**src/rtl/rnn_out_argmax_if.sv**
```systemverilog
// Result channel of rnn_out_argmax: per-timestep argmax entries drained with valid/ready.
// The master drives valid and the head entry; the slave returns ready.
interface rnn_out_argmax_if #(
  parameter int FLEN = 32
);
  logic            out_valid;
  logic            out_ready;
  logic [1:0]      out_step;
  logic [1:0]      out_class;
  logic [FLEN-1:0] out_max;

  modport master (output out_valid, out_step, out_class, out_max, input out_ready);
  modport slave  (input out_valid, out_step, out_class, out_max, output out_ready);
endinterface

```
**src/rtl/rnn_out_argmax.sv**
```systemverilog
// Per-timestep argmax over the RNN's 9-beat output frame, results queued in a small FIFO.
// Define RNN_OUT_RELU_EN to clamp negative scores to +0 before compare and storage.
module rnn_out_argmax #(
  parameter int inst_sig_width = 23,
  parameter int inst_exp_width = 8,
  parameter int FLEN           = inst_sig_width + inst_exp_width + 1,
  parameter int DEPTH          = 4
) (
  input  logic             clk,
  input  logic             rst_n,
  input  logic             in_valid,
  input  logic [FLEN-1:0]  in_data,
  rnn_out_argmax_if.master res,
  output logic             frame_done,
  output logic             overflow,
  output logic             short_frame
);
  localparam int AW = (DEPTH > 1) ? $clog2(DEPTH) : 1;
  localparam int CW = AW + 1;

  typedef enum logic [1:0] {IDLE, COLLECT, DRAIN} state_t;

  typedef struct packed {
    logic [1:0]      step;
    logic [1:0]      cls;
    logic [FLEN-1:0] max;
  } entry_t;

  state_t          state_reg;
  logic [1:0]      elem_reg;
  logic [1:0]      step_reg;
  logic [FLEN-1:0] run_max_reg;
  logic [1:0]      run_idx_reg;
  logic            frame_done_reg;
  logic            short_frame_reg;
  logic            overflow_reg;

  entry_t          mem [DEPTH];
  entry_t          head_reg;
  logic [AW-1:0]   wr_ptr_reg;
  logic [AW-1:0]   rd_ptr_reg;
  logic [AW-1:0]   rd_next;
  logic [CW-1:0]   count_reg;
  logic [CW-1:0]   count_next;
  logic            out_valid_reg;

  logic [FLEN-1:0] score;
  logic            score_gt;
  logic            push;
  logic            pop;
  logic            full;
  logic            wr_en;
  entry_t          wr_entry;

  // Sign-magnitude "a > b"; +0 and -0 compare equal, no NaN/Inf special cases.
  function automatic logic fp_gt(input logic [FLEN-1:0] a, input logic [FLEN-1:0] b);
    logic [FLEN-2:0] ma;
    logic [FLEN-2:0] mb;
    ma = a[FLEN-2:0];
    mb = b[FLEN-2:0];
    if (ma == '0 && mb == '0) return 1'b0;
    if (a[FLEN-1] != b[FLEN-1]) return ~a[FLEN-1];
    if (!a[FLEN-1]) return ma > mb;
    return ma < mb;
  endfunction

`ifdef RNN_OUT_RELU_EN
  assign score = in_data[FLEN-1] ? '0 : in_data;
`else
  assign score = in_data;
`endif

  assign score_gt = fp_gt(score, run_max_reg);
  assign push     = in_valid && (state_reg == COLLECT) && (elem_reg == 2'd2);
  assign pop      = out_valid_reg && res.out_ready;
  assign full     = (count_reg == CW'(DEPTH));
  assign wr_en    = push && (!full || pop);
  assign rd_next  = rd_ptr_reg + AW'(1);

  // The group's last element takes part in the compare before the entry is written.
  always_comb begin
    wr_entry.step = step_reg;
    wr_entry.cls  = score_gt ? 2'd2 : run_idx_reg;
    wr_entry.max  = score_gt ? score : run_max_reg;
  end

  always_comb begin
    count_next = count_reg;
    if (wr_en && !pop) count_next = count_reg + CW'(1);
    else if (!wr_en && pop) count_next = count_reg - CW'(1);
  end

  always_ff @(posedge clk or negedge rst_n) begin
    if (!rst_n) begin
      state_reg       <= IDLE;
      elem_reg        <= 2'd0;
      step_reg        <= 2'd0;
      run_max_reg     <= '0;
      run_idx_reg     <= 2'd0;
      frame_done_reg  <= 1'b0;
      short_frame_reg <= 1'b0;
    end else begin
      frame_done_reg <= 1'b0;
      case (state_reg)
        IDLE: begin
          if (in_valid) begin
            state_reg   <= COLLECT;
            elem_reg    <= 2'd1;
            step_reg    <= 2'd0;
            run_max_reg <= score;
            run_idx_reg <= 2'd0;
          end
        end
        COLLECT: begin
          if (!in_valid) begin
            short_frame_reg <= 1'b1;
            state_reg       <= IDLE;
            elem_reg        <= 2'd0;
            step_reg        <= 2'd0;
          end else if (elem_reg == 2'd2) begin
            elem_reg <= 2'd0;
            if (step_reg == 2'd2) begin
              state_reg      <= DRAIN;
              step_reg       <= 2'd0;
              frame_done_reg <= 1'b1;
            end else begin
              step_reg <= step_reg + 2'd1;
            end
          end else begin
            elem_reg <= elem_reg + 2'd1;
            if (elem_reg == 2'd0) begin
              run_max_reg <= score;
              run_idx_reg <= 2'd0;
            end else if (score_gt) begin
              run_max_reg <= score;
              run_idx_reg <= elem_reg;
            end
          end
        end
        DRAIN: begin
          if (!in_valid) state_reg <= IDLE;
        end
        default: state_reg <= IDLE;
      endcase
    end
  end

  always_ff @(posedge clk) begin
    if (wr_en) mem[wr_ptr_reg] <= wr_entry;
  end

  // Head register mirrors mem[rd_ptr]; bypass the write data when the new head is the entry being pushed.
  always_ff @(posedge clk or negedge rst_n) begin
    if (!rst_n) begin
      wr_ptr_reg    <= '0;
      rd_ptr_reg    <= '0;
      count_reg     <= '0;
      out_valid_reg <= 1'b0;
      head_reg      <= '0;
      overflow_reg  <= 1'b0;
    end else begin
      count_reg     <= count_next;
      out_valid_reg <= (count_next != '0);
      if (wr_en) wr_ptr_reg <= wr_ptr_reg + AW'(1);
      if (pop) rd_ptr_reg <= rd_next;
      if (push && full && !pop) overflow_reg <= 1'b1;
      if (wr_en && count_reg == '0) head_reg <= wr_entry;
      else if (pop && count_reg > CW'(1)) head_reg <= mem[rd_next];
      else if (pop && wr_en) head_reg <= wr_entry;
    end
  end

  assign res.out_valid = out_valid_reg;
  assign res.out_step  = head_reg.step;
  assign res.out_class = head_reg.cls;
  assign res.out_max   = head_reg.max;
  assign frame_done    = frame_done_reg;
  assign overflow      = overflow_reg;
  assign short_frame   = short_frame_reg;
endmodule

```
**src/flat_wrapper.sv**
```systemverilog
// flat-port wrapper written by rule: the top's interface ports become plain ports
module rnn_out_argmax_flat 
#(
  parameter int inst_sig_width = 23,
  parameter int inst_exp_width = 8,
  parameter int FLEN           = inst_sig_width + inst_exp_width + 1,
  parameter int DEPTH          = 4
)
  (clk, rst_n, in_valid, in_data, frame_done, overflow, short_frame, res_out_valid, res_out_step, res_out_class, res_out_max, res_out_ready);
  rnn_out_argmax_if #(.FLEN(FLEN)) res_i ();
  input  logic clk;
  input  logic rst_n;
  input  logic in_valid;
  input  logic [FLEN-1:0] in_data;
  output logic frame_done;
  output logic overflow;
  output logic short_frame;
  output wire logic [$bits(res_i.out_valid)-1:0] res_out_valid;
  output wire logic [$bits(res_i.out_step)-1:0] res_out_step;
  output wire logic [$bits(res_i.out_class)-1:0] res_out_class;
  output wire logic [$bits(res_i.out_max)-1:0] res_out_max;
  input wire logic [$bits(res_i.out_ready)-1:0] res_out_ready;
  assign res_out_valid = res_i.out_valid;
  assign res_out_step = res_i.out_step;
  assign res_out_class = res_i.out_class;
  assign res_out_max = res_i.out_max;
  assign res_i.out_ready = res_out_ready;
  rnn_out_argmax #(.inst_sig_width(inst_sig_width), .inst_exp_width(inst_exp_width), .FLEN(FLEN), .DEPTH(DEPTH)) u_core (.clk(clk), .rst_n(rst_n), .in_valid(in_valid), .in_data(in_data), .res(res_i), .frame_done(frame_done), .overflow(overflow), .short_frame(short_frame));
endmodule
```
**config.mk**
```make
export PLATFORM = sky130hd
export DESIGN_NAME = rnn_out_argmax_flat
export DESIGN_NICKNAME = d
export VERILOG_FILES = /design/src/rtl/rnn_out_argmax_if.sv /design/src/rtl/rnn_out_argmax.sv /design/src/flat_wrapper.sv
export SDC_FILE = /design/constraint.sdc
export NUM_CORES = 1
export LEC_CHECK = 0
export ABC_AREA = 1
export BUFFER_PORTS_ARGS = -buffer_cell sky130_fd_sc_hd__buf_2
export CORE_AREA = 4 4 140 142
export DETAILED_ROUTE_END_ITERATION = 8
export DIE_AREA = 0 0 144 146
export PLACE_DENSITY = 0.79
export SYNTH_ARGS = -nofsm -noshare
export SYNTH_HDL_FRONTEND = slang
export SYNTH_SLANG_ARGS = --single-unit
```
**constraint.sdc**
```tcl
create_clock -name clk -period 5.85 [get_ports clk]
set_clock_uncertainty 0.1 [all_clocks]
set_input_delay 0.585 -clock clk [delete_from_list [all_inputs] [get_ports clk]]
set_output_delay 0.585 -clock clk [all_outputs]
set_load 0.05 [all_outputs]
```
# After elaboration in Yosys (flattened, before gate mapping)
# Memory sizes are Yosys's and may differ from the RTL's.
# Cells that the tools add are included.
[word_totals]
reg_bits = 87
ramBits = 144
memories = 1
[classes]
addsub = 6
order_cmp = 3
n_eq_ne = 13
mux = 49
bitwise_logic = 2
reduce_logical = 30
[memory_table]
columns = ["memory", "words", "width", "rd", "rd_ports_with_merged_regs", "write_ports", "line_no", "text"]
rows = [
  ["u_core.mem", 4, 36, 1, 0, 1, "rnn_out_argmax.sv:38", "entry_t mem [DEPTH];"],
]
[op_table]
columns = ["cell", "n"]
rows = [
  ["two-way mux 32 bit", 5],
  ["two-way mux 36 bit", 3],
  ["one-hot mux 32 bit (2 select lines)", 1],
  ["logical NOT 31 bit", 2],
  ["two-way mux 2 bit", 16],
  ["greater-than comparator 31 bit", 1],
  ["< comparator 31 bit", 1],
  ["two-way mux 1 bit", 18],
  ["logical AND 1 bit", 12],
  ["one-hot mux 2 bit (2 select lines)", 3],
  ["adder 2 x 1 -> 2 bit (second input constant)", 4],
  ["!= test 2 bit (second input constant)", 4],
  ["AND reduction 4 bit", 2],
  ["== test 2 bit (second input constant)", 3],
  ["two-way mux 3 bit", 2],
  ["!= test 3 bit (second input constant)", 2],
  ["one-hot mux 2 bit (3 select lines)", 1],
  ["nonzero test 3 bit", 2],
  ["AND reduction 5 bit", 1],
  ["logical NOT 2 bit", 2],
  ["AND reduction 2 bit", 2],
  ["adder 3 x 1 -> 3 bit (second input constant)", 1],
  ["== test 3 bit (second input constant)", 1],
  ["greater-than comparator 3 x 1 -> 1 bit (second input constant)", 1],
  ["other kinds (10)", 13],
]

# Logic depth before layout (Yosys ltp)
# Gate-level depths: netlist of run 1.
[logic_depth]
word_depth = 14
mapped_depth = 20
depth_no_buf = 18

# Worst setup path before layout of run 1
# OpenSTA, ideal clock, no wires.
[synth_timing]
kind = "register -> register"
from = "reg u_core.out_valid_reg (netlist: u_core.res.out_valid)"
to = "mem u_core.mem[0][0] in the netlist's numbering (enable)"
setup_time_ps = 429
arrival_time_ps = 2711
required_time_ps = 5321
setup_slack_ps = 2610
path_stages_with_launch = 5
n_path_buf = 0
period_less_slack_ps = 3240
path_cell_list = "dfrtp_1 -> nand2_1 -> nand3_1 -> nand2_1 -> nor2_1"
[synth_between]
elab_chain_len = 5
[synth_lines]
columns = ["element", "line_no", "text"]
rows = [
  ["start, declared", "rnn_out_argmax.sv:45", "logic out_valid_reg;"],
  ["start signal, assigned", "rnn_out_argmax.sv:163", "out_valid_reg <= (count_next != '0);"],
  ["logical AND 1 bit", "rnn_out_argmax.sv:75", "assign pop = out_valid_reg && res.out_ready;"],
  ["logical OR 1 bit", "rnn_out_argmax.sv:77", "assign wr_en = push && (!full || pop);"],
  ["logical AND 1 bit", "rnn_out_argmax.sv:77", ""],
  ["two-way mux 1 bit", "rnn_out_argmax.sv:149", "if (wr_en) mem[wr_ptr_reg] <= wr_entry;"],
  ["two-way mux 1 bit (implied by the code)", "rnn_out_argmax.sv:149", ""],
  ["end, declared", "rnn_out_argmax.sv:38", ""],
]
# No other way between the ends.

# Final worst setup path of run 1
[layout_timing]
from = "reg u_core.run_max_reg[30]"
to = "reg u_core.run_max_reg[4]"
[layout_between]
elab_chain_len = 10
[layout_lines]
columns = ["element", "line_no", "text"]
rows = [
  ["start, declared", "rnn_out_argmax.sv:32", "logic [FLEN-1:0] run_max_reg;"],
  ["start signal, assigned", "rnn_out_argmax.sv:110", "run_max_reg <= score;"],
  ["start signal, assigned", "rnn_out_argmax.sv:132", "run_max_reg <= score;"],
  ["start signal, assigned", "rnn_out_argmax.sv:135", "run_max_reg <= score;"],
  ["greater-than comparator 31 bit", "rnn_out_argmax.sv:63", "if (!a[FLEN-1]) return ma > mb;"],
  ["two-way mux 1 bit", "rnn_out_argmax.sv:63", ""],
  ["two-way mux 1 bit", "rnn_out_argmax.sv:64", "return ma < mb;"],
  ["two-way mux 1 bit", "rnn_out_argmax.sv:63", ""],
  ["two-way mux 1 bit (*)", "rnn_out_argmax.sv:62", "if (a[FLEN-1] != b[FLEN-1]) return ~a[FLEN-1];"],
  ["two-way mux 32 bit (*) (4 in series)", "-", ""],
  ["one-hot mux 32 bit (2 select lines) (*)", "-", ""],
]
# Mark *: on every way between the ends. The rest lies on a longest branch, timed or not. The select of a mux whose other input is x is not followed.
# A chain may end at the register's enable or synchronous reset.

==> results.sh, run 1 <==
export IMPL_rsz0062_at_grt="false"
export IMPL_max_freq_mhz=260
export IMPL_n_antenna_cell=0
export IMPL_layout_commonest_cell="nand2_1"
export IMPL_synth_top_cell_area_share_pct=39.7
export IMPL_tightest_slew_ps=1200
export IMPL_dpl_hpwl_mm=15.3
export IMPL_yosys_area_top_type="edfxtp_1"
export IMPL_clock_sinks=231
export IMPL_final_cells=1435
export IMPL_antenna_found_initial=0
export IMPL_numCtsBuffers=23
export IMPL_synth_area_leaders="edfxtp_1, dfrtp_1, nand2_1"
export IMPL_grt_pass1_wl_mm=40.2
export IMPL_layout_common_cells="nand2_1, edfxtp_1, nand3_1"
export IMPL_p_leak_nw=5.47
export IMPL_fin_crit_sh_pct=65.7
export IMPL_dp_cells=1393
export IMPL_drc=0
export IMPL_fin_nets=1260
export IMPL_vias_per_cell=5.64
export IMPL_tns_ps=0
export IMPL_placed_cell_area_um2=11400
export IMPL_maxSlewViolCount=0
export IMPL_drt_iter0_drc=566
export IMPL_root_buffer="clkbuf_16"
export IMPL_crit_required_ps=6120
export IMPL_p_seq_share_pct=37.4
export IMPL_wl_per_cell_um=17.2
export IMPL_overflow=0
export IMPL_syn2layout_area_growth_pct=11.6
export IMPL_cts_resized=0
export IMPL_cp_max_fo=60
export IMPL_synth_distinct_cells=36
export IMPL_max_clock_path_buffers=3
export IMPL_drive_gt1_share_pct=13.6
export IMPL_netSwitchingPower_mw=2.48
export IMPL_ys_seq_elements=231
export IMPL_cp_arrival_ps=4110
export IMPL_final_cell_area_um2=12200
export IMPL_power_density_nw_per_um2=492
export IMPL_synthesis_instances=1124
export IMPL_die_w_um=144
export IMPL_path_clk_slew_ps=60
export IMPL_r2r_cells=16
export IMPL_maxCapViolCount=0
export IMPL_die_area_um2=21000
export IMPL_cts_tree="done"
export IMPL_largest_reg_flops=144
export IMPL_fin_crit_ps=3840
export IMPL_grt_max_degree=61
export IMPL_fp_dieH_um=146
export IMPL_clkPwrFrac_pct=23.6
export IMPL_combPwrFrac_pct=39.0
export IMPL_p_int_mw=3.50
export IMPL_status="complete, no violations"
export IMPL_vias=8093
export IMPL_io_pins=76
export IMPL_htree_levels=1
export IMPL_critPathCaptureType="flop"
export IMPL_finalHoldViolations=0
export IMPL_grt_pass1_vias=7912
export IMPL_setup_violations=0
export IMPL_max_slew_margin_pct=20.0
export IMPL_yosysSeqAreaShare_pct=59.6
export IMPL_netlist_area_um2=10900
export IMPL_min_path_cells=3
export IMPL_clk_latency_ps=510
export IMPL_num_rows=50
export IMPL_synth_nets=1199
export IMPL_final_util_pct=65.9
export IMPL_worstSetupStartpointType="flop"
export IMPL_place_gp_congestion=0.847
export IMPL_dr_pass1_iters=5
export IMPL_worstSetupPathType="reg2reg"
export IMPL_global_route_usage_total_pct=23.9
export IMPL_yosysWarnings=0
export IMPL_initial_core_util_pct=59.1
export IMPL_vdd_ir_drop_max_mv=0.325
export IMPL_core_um2=18500
export IMPL_syn_avg_cell_area_um2=9.70
export IMPL_port_buffers=75
export IMPL_switching_share_pct=41.5
export IMPL_worstHoldPathType="in2reg"
export IMPL_finalWirelength_mm=24.6
export IMPL_ant_nets=0
## final timing paths
kind | from | end | slack, ps
setup reg to reg | u_core.run_max_reg[30] | u_core.run_max_reg[4] | 2010
hold reg to reg | u_core.short_frame | u_core.short_frame | 350
setup / recovery | u_core.run_max_reg[30] | u_core.run_max_reg[4] | 2010
max in group asynchronous | rst_n | u_core.run_max_reg[29] | 4080
min in group asynchronous | rst_n | u_core.res.out_max[26] | 500
hold / removal | in_data[26] | u_core.run_max_reg[26] | 270
## power groups by stage
stage	Combinational (mW)	Clock (mW)	Sequential, mW
finish	2.34	1.41	2.24
global route	2.59	1.50	2.27
CTS	2.34	1.42	2.24
detailed placement	2.31	0	2.27
global placement	2.23	0	2.26
floorplan	1.34	0	2.65
## critical path, cell delays in order, from the launching register on
cell and delay (ps):
dfrtp_1 370, inv_1 80, ha_1 290, nand2_1 110, nor2_1 60, and2_1 150
nand2_1 60, nand3_1 70, nor2_1 120, nand2_2 90, a21oi_4 740, nand2_4 470
nand2_2 230, nand2_2 120, buf_4 350, nand2_1 180, o21ai_2 70
## what timing repair did
| action | 4_1_cts | 5_1_grt |
|---|---|---|
| buffers inserted | 0 | 0 |
| endpoints found under the hold margin | 38 | 0 |
| endpoints found under the setup margin | 0 | 0 |
| hold buffers | 1 | 0 |
## Yosys cell counts, drive strengths merged
cell and number:
edfxtp 144, o211ai 3, o21bai 1, ha 39
o31ai 1, buf 18, nand2 344, xor2 5
a31o 1, nor3 2, nand4 19, or3 1
nand3 113, a31oi 33, dfrtp 87, a21oi 15
o22a 1, nor4 1, a21o 3, mux2i 2
and2 1, mux2 1, nor2 38, o311ai 2
clkbuf 34, and3 2, inv 107, o21ai 106
## per-stage QoR
step	power (mW)	hold slack [ps]	worst slack [ps]
after floorplan	3.99	189	2610
after global placement	4.50	339	1910
after detailed placement	4.58	339	1780
after CTS	6.00	262	2070
after global routing	6.36	269	1690
final	5.99	270	2010
## cell families after synthesis
family | count (synthesis) | synth area share (%)
AND/OR/NAND/NOR | 521 | 20.0
buffers and inverters | 159 | 6.02
flip-flops | 231 | 59.6
multiplexers | 3 | 0.287
XOR/XNOR | 5 | 0.402
AO/OA/AOI/OAI | 166 | 9.21
adder cells (fa/ha/maj) | 39 | 4.47
## area by class of cell
type	count	area, um^2
sequential	231	6500
clock buffer	29	598
inverter	107	402
fill	1380	6290
multi-input combinational	734	3780
tap	234	293
clock inverter	12	115
timing repair buffer	88	478
## per-layer routing
layer  GRT usage (%)  wire length (um)
met1            32.0             10600
met2            40.6             12000
met3            3.55              1530
met4            6.87               478
met5               0                 0
No activity file was read; power rests on OpenSTA's default activity.
==> run 2: changes to the inputs <==
==> constraint.sdc (replaced) <==
create_clock -name clk -period 3.94 [get_ports clk]
set_clock_uncertainty 0.1 [all_clocks]
set_input_delay 0.394 -clock clk [delete_from_list [all_inputs] [get_ports clk]]
set_output_delay 0.394 -clock clk [all_outputs]
set_load 0.05 [all_outputs]
==> run 2 against run 1 <==
Via count grew 2.9%. Worst setup slack lost 870 ps. Fmax grew 37%. Global-route usage grew 0.59 points. Final area is 1.2% higher. Register-to-register slack worse by 870 ps. Final cell count rose by 0.63%. Wire length up 3.8%. Total power is 53% higher. First-iteration DRC count up 14%. Core utilization is 0.82 points higher. Critical path type unchanged.
==> results.sh, run 2 (synthesis gave the netlist of run 1 again) <==
export IMPL_cp_max_fo=46
export IMPL_root_buffer="clkbuf_16"
export IMPL_die_area_um2=21000
export IMPL_clock_sinks=231
export IMPL_setup_violations=0
export IMPL_cp_startpoint="u_core.run_max_reg[27]"
export IMPL_rrSetupSlack_ps=1140
export IMPL_numCtsBuffers=24
export IMPL_drt_iter0_drc=647
export IMPL_worstSetupPathType="reg2reg"
export IMPL_fin_crit_ps=2800
export IMPL_finalHoldViolations=0
export IMPL_num_rows=50
export IMPL_die_w_um=144
export IMPL_power_density_nw_per_um2=742
export IMPL_syn2layout_area_growth_pct=13.0
export IMPL_global_route_usage_total_pct=24.5
export IMPL_clk_latency_ps=520
export IMPL_p_seq_share_pct=36.7
export IMPL_vias_per_cell=5.77
export IMPL_overflow=0
export IMPL_vias=8329
export IMPL_netSwitchingPower_mw=3.74
export IMPL_htree_levels=1
export IMPL_cts_tree="done"
export IMPL_r2r_cells=17
export IMPL_combPwrFrac_pct=38.5
export IMPL_r2r_start="u_core.run_max_reg[27]"
export IMPL_p_int_mw=5.40
export IMPL_post_cts_buffers=0
export IMPL_ant_nets=0
export IMPL_initial_core_util_pct=59.1
export IMPL_maxSlewViolCount=0
export IMPL_reg2reg_to="u_core.run_max_reg[4]"
export IMPL_dr_pass1_iters=7
export IMPL_max_clock_path_buffers=3
export IMPL_worstHoldPathType="in2reg"
export IMPL_crit_required_ps=4270
export IMPL_layout_common_cells="nand2_1, edfxtp_1, nand3_1"
export IMPL_maxCapViolCount=0
export IMPL_dpl_hpwl_mm=15.8
export IMPL_cp_arrival_ps=3130
export IMPL_fin_crit_sh_pct=71.1
export IMPL_vdd_ir_drop_max_mv=0.452
export IMPL_final_util_pct=66.8
export IMPL_core_um2=18500
export IMPL_port_buffers=75
export IMPL_rsz0062_at_grt="false"
export IMPL_finalWirelength_mm=25.6
export IMPL_p_leak_nw=5.55
export IMPL_tns_ps=0
export IMPL_max_freq_mhz=357
export IMPL_setup_ws_ps=1140
export IMPL_grt_pass1_wl_mm=41.0
export IMPL_antenna_found_initial=0
export IMPL_status="complete, no violations"
export IMPL_n_antenna_cell=0
export IMPL_layout_commonest_cell="nand2_1"
export IMPL_io_pins=76
export IMPL_cts_resized=0
export IMPL_fin_nets=1267
export IMPL_fp_dieH_um=146
export IMPL_wl_per_cell_um=17.7
export IMPL_crit_path_end="u_core.run_max_reg[4]"
export IMPL_tightest_slew_ps=895
export IMPL_largest_reg_flops=144
export IMPL_path_clk_slew_ps=60
export IMPL_grt_pass1_vias=8051
export IMPL_drive_gt1_share_pct=14.2
export IMPL_max_slew_margin_pct=40.2
export IMPL_pre_cts_ws_ps=1080
export IMPL_critPathCaptureType="flop"
export IMPL_clkPwrFrac_pct=24.9
export IMPL_switching_share_pct=40.9
export IMPL_place_gp_congestion=0.853
export IMPL_drc=0
export IMPL_grt_max_degree=58
export IMPL_worstSetupStartpointType="flop"
==> run 2: worst min path at each step <==
stage	start	slack (ps)	endpoint	depth (start not counted)
3_5_place_dp	u_core.res.out_max[27]	360	u_core.res.out_max[27]	2
6_report	in_valid	50	u_core.state_reg[1]	2
3_3_place_gp	u_core.short_frame	340	u_core.short_frame	1
2_1_floorplan	rst_n	-2	u_core.count_reg[0]	0
4_1_cts	in_valid	50	u_core.state_reg[1]	2
5_1_grt	in_valid	60	u_core.state_reg[1]	2
==> run 2: power groups by stage <==
stage	Combinational [mW]	Sequential (mW)	Clock, mW
2_1_floorplan	1.98	3.94	0
3_3_place_gp	3.39	3.38	0
3_5_place_dp	3.48	3.39	0
4_1_cts	3.51	3.35	2.30
5_1_grt	3.90	3.39	2.41
6_report	3.52	3.35	2.27
==> run 2: critical path, cell delays in order, from the launching register on <==
cell	delay [ps]
dfrtp_1	380
inv_1	80
ha_1	340
nand2_1	80
nor2_1	40
and2_1	150
nand2_1	50
nand3_1	110
nor2_1	140
nand2_2	90
nand2_1	70
nand2_2	70
nand2_4	70
nand2_2	60
nand2_2	360
buf_12	300
nand2_1	120
o21ai_2	80
==> run 2: per-layer routing <==
layer / vias to the layer above / wire length [um] / track usage (%)
met5: - / 0 / 0
met3: 49 / 1780 / 3.38
met2: 338 / 12400 / 40.2
met4: 0 / 743 / 9.04
li1: 3940 / - / -
met1: 4002 / 10600 / 33.3
==> run 2: repair_timing <==
| action | CTS | global route |
|---|---|---|
| hold endpoints to repair | 55 | 0 |
| endpoints found under the setup margin | 0 | 0 |
| hold buffers | 1 | 0 |
==> run 2: through the flow <==
stage | total power [mW] | std cells | cell area (um^2) | hold WS, ps
2_1_floorplan | 5.92 | 1124 | 10900 | -1.59
3_3_place_gp | 6.77 | 1399 | 11500 | 336
3_5_place_dp | 6.87 | 1399 | 11500 | 360
4_1_cts | 9.16 | 1444 | 12300 | 47.6
5_1_grt | 9.71 | 1444 | 12300 | 60.2
6_report | 9.14 | 1444 | 12300 | 53.4
==> run 2: final cells by class <==
cell class	count	area, um^2
clock buffer	35	714
clock inverter	9	92.6
fill	1414	6140
inverter	107	402
multi-input combinational	734	3780
sequential	231	6500
tap	234	293
timing repair buffer	94	536
==> run 3: changes to the inputs <==
--- a/config.mk
+++ b/config.mk
@@ -5,12 +5,12 @@
 export SDC_FILE = /design/constraint.sdc
 export NUM_CORES = 1
 export LEC_CHECK = 0
-export ABC_AREA = 1
+export ABC_AREA = 0
 export BUFFER_PORTS_ARGS = -buffer_cell sky130_fd_sc_hd__buf_2
-export CORE_AREA = 4 4 140 142
+export CORE_AREA = 4 4 144 146
 export DETAILED_ROUTE_END_ITERATION = 8
-export DIE_AREA = 0 0 144 146
-export PLACE_DENSITY = 0.79
+export DIE_AREA = 0 0 148 150
+export PLACE_DENSITY = 0.74
 export SYNTH_ARGS = -nofsm -noshare
 export SYNTH_HDL_FRONTEND = slang
 export SYNTH_SLANG_ARGS = --single-unit
==> constraint.sdc (replaced) <==
create_clock -name clk -period 2.52 [get_ports clk]
set_clock_uncertainty 0.1 [all_clocks]
set_input_delay 0.252 -clock clk [delete_from_list [all_inputs] [get_ports clk]]
set_output_delay 0.252 -clock clk [all_outputs]
set_load 0.05 [all_outputs]
==> run 3 against run 2 <==
Largest power group unchanged. Synthesized area decreased by 5.4%. Largest cell class unchanged. Fmax decreased by 8.5%. Clock-buffer cell count decreased by 5. Die area increased by 5.6%. Highest routed layer unchanged. Via count decreased by 4.0%. First-iteration DRC count increased by 1.9%. The flow now finishes with violations (setup timing). Final area increased by 19%. Critical path depth decreased by 1. Wire length increased by 28%. Worst hold slack got worse by 25 ps.
==> results.sh, run 3 <==
export IMPL_path_clk_slew_ps=70
export IMPL_status="complete, but fails checks"
export IMPL_yosys_area_top_type="edfxtp_1"
export IMPL_drc=0
export IMPL_maxSlewViolCount=0
export IMPL_synth_distinct_cells=56
export IMPL_layout_common_cells="edfxtp_1, buf_4, dfrtp_1"
export IMPL_vias=7995
export IMPL_synth_area_leaders="edfxtp_1, dfrtp_1, mux4_2"
export IMPL_yosysSeqAreaShare_pct=63.0
export IMPL_worstSetupPathType="reg2reg"
export IMPL_port_buffers=75
export IMPL_rsz0062_at_grt="true"
export IMPL_synth_ff_type="edfxtp_1"
export IMPL_cp_slowest_stage_delay_ps=390
export IMPL_synth_nets=810
export IMPL_final_cell_area_um2=14600
export IMPL_fin_hold_ws_ps=27.9
export IMPL_layout_commonest_cell="edfxtp_1"
export IMPL_drt_iter0_drc=659
export IMPL_violations="setup timing"
export IMPL_total_power_mw=16.4
export IMPL_crit_required_ps=2850
export IMPL_setup_ws_ps=-544
export IMPL_syn_avg_cell_area_um2=14.0
export IMPL_placed_cell_area_um2=11900
export IMPL_yosys_top_cells_count="edfxtp_1, dfrtp_1, nand2_1"
export IMPL_cp_max_fo=7
export IMPL_clk_latency_ps=530
export IMPL_finalWirelength_mm=32.6
export IMPL_n_antenna_cell=0
export IMPL_grt_pass1_wl_mm=44.6
export IMPL_initial_core_util_pct=53.2
export IMPL_synth_most_common_cell="edfxtp_1"
export IMPL_worstSetupStartpointType="flop"
export IMPL_path_cells="buf_6, inv_4, ha_4, buf_4, a21oi_1, o21ai_0, nand2_1, and3_1, buf_4, a211oi_4, buf_6, buf_6, buf_12, o21ai_4, buf_4, a31oi_1"
export IMPL_final_util_pct=75.3
export IMPL_ys_seq_elements=231
export IMPL_finalHoldViolations=0
export IMPL_antenna_found_initial=0
export IMPL_max_clock_path_buffers=3
export IMPL_met2_wirelength_mm=16.4
export IMPL_cp_arrival_ps=3390
export IMPL_global_route_usage_total_pct=26.0
export IMPL_crit_slowest_cell="dfrtp_1"
export IMPL_synth_edff_count=144
export IMPL_p_leak_nw=5.75
export IMPL_fin_crit_ps=3060
export IMPL_worstHoldPathType="in2reg"
export IMPL_grt_max_degree=46
export IMPL_num_rows=51
export IMPL_max_freq_mhz=326
export IMPL_netlist_area_um2=10300
export IMPL_htree_levels=1
export IMPL_dr_pass1_iters=5
export IMPL_syn2layout_area_growth_pct=41.6
export IMPL_max_slew_margin_pct=58.2
export IMPL_vdd_ir_drop_max_mv=0.643
export IMPL_tightest_slew_ps=627
export IMPL_tns_ps=-90300
export IMPL_power_density_nw_per_um2=1120
export IMPL_ys_async_sr_fraction_pct=37.7
export IMPL_wl_per_cell_um=25.9
export IMPL_fin_nets=1049
export IMPL_grt_pass1_vias=7932
export IMPL_overflow=0
export IMPL_yosysWarnings=0
export IMPL_root_buffer="clkbuf_16"
export IMPL_numCtsBuffers=24
export IMPL_highest_layer="met4"
export IMPL_fin_crit_sh_pct=122
export IMPL_largest_reg_flops=144
export IMPL_drive_gt1_share_pct=48.1
export IMPL_maxCapViolCount=0
export IMPL_wl_met3_mm=2.41
export IMPL_die_area_um2=22200
export IMPL_io_pins=76
export IMPL_dpl_hpwl_mm=17.5
export IMPL_ant_nets=0
export IMPL_synthesis_instances=735
export IMPL_core_um2=19400
export IMPL_critPathCaptureType="flop"
export IMPL_synth_top_cell_area_share_pct=41.9
export IMPL_r2r_cells=16
export IMPL_fp_dieH_um=150
export IMPL_min_path_cells=3
export IMPL_wl_met1_mm=12.3
export IMPL_vias_per_cell=6.36
export IMPL_clock_sinks=231
export IMPL_die_w_um=148
export IMPL_setup_violations=202
export IMPL_place_gp_congestion=0.889
export IMPL_cts_tree="done"
==> run 3: cell types whose count changed in the layout (fill, tap and decap cells not counted), sizes merged, moves of 31 or more <==
cell / previous run / this run
mux4: 0 / 36
nand2: 344 / 47
buf: 93 / 234
mux2: 1 / 32
nand3: 113 / 37
inv: 106 / 42
o22ai: 0 / 35
o21ai: 106 / 44
==> run 3: per-layer routing <==
| layer | global-route usage (%) | up-vias |
|---|---|---|
| met4 | 8.13 | 0 |
| met1 | 34.6 | 4052 |
| met3 | 4.36 | 128 |
| met2 | 44.3 | 463 |
| met5 | 0 | - |
| li1 | - | 3352 |
==> run 3: cells by family after synthesis <==
family / after synthesis / share of synthesized area, %
buffers and inverters: 77 / 3.08
adder cells (fa/ha/maj): 39 / 4.73
multiplexers: 72 / 11.7
AO/OA/AOI/OAI: 158 / 9.51
AND/OR/NAND/NOR: 154 / 7.56
XOR/XNOR: 4 / 0.340
flip-flops: 231 / 63.0
==> run 3: layout make-up <==
cell class | instances | area, um^2
tap | 265 | 332
timing repair buffer | 249 | 2070
fill | 1082 | 4800
sequential | 231 | 6510
inverter | 41 | 156
clock buffer | 30 | 674
multi-input combinational | 427 | 4680
clock inverter | 14 | 180
==> run 3: worst paths after layout <==
path	from	to	slack (ps)
max	u_core.run_max_reg[20]	u_core.res.out_max[0]	-540
min	in_data[30]	u_core.res.out_max[30]	30
max reg2reg	u_core.run_max_reg[20]	u_core.res.out_max[0]	-540
min reg2reg	u_core.overflow	u_core.overflow	370
max in group asynchronous	rst_n	u_core.run_max_reg[8]	1410
min in group asynchronous	rst_n	u_core.count_reg[0]	180
==> run 3: repair_timing <==
item	4_1_cts	5_1_grt
hold endpoints to repair	56	0
pin swaps	13	64
resized for setup	162	141
gates cloned	5	5
buffers inserted	11	22
setup endpoints to repair	199	204
hold buffers	12	0
==> run 3: critical path: cells and delay by family (launching register included) <==
kind | cells | cell delay (ps)
buf+inv | 8 | 1010
compound gates | 5 | 810
fa+ha+maj | 1 | 260
simple gates | 2 | 390
flops | 1 | 390
==> run 3: per-stage QoR <==
step                      instances  setup WS (ps)
after floorplan                 735          -96.6
after global placement         1163           -506
after detailed placement       1163           -614
after CTS                      1235           -351
after global routing           1257           -580
final                          1257           -544
==> run 3: power breakdown <==
part / leakage [nW] / total [mW] / switching [mW] / internal, mW
Clock: 0.416 / 3.81 / 1.50 / 2.31
Combinational: 3.00 / 7.26 / 4.38 / 2.88
Sequential: 2.33 / 5.32 / 0.491 / 4.83
Total: 5.75 / 16.4 / 6.38 / 10.0
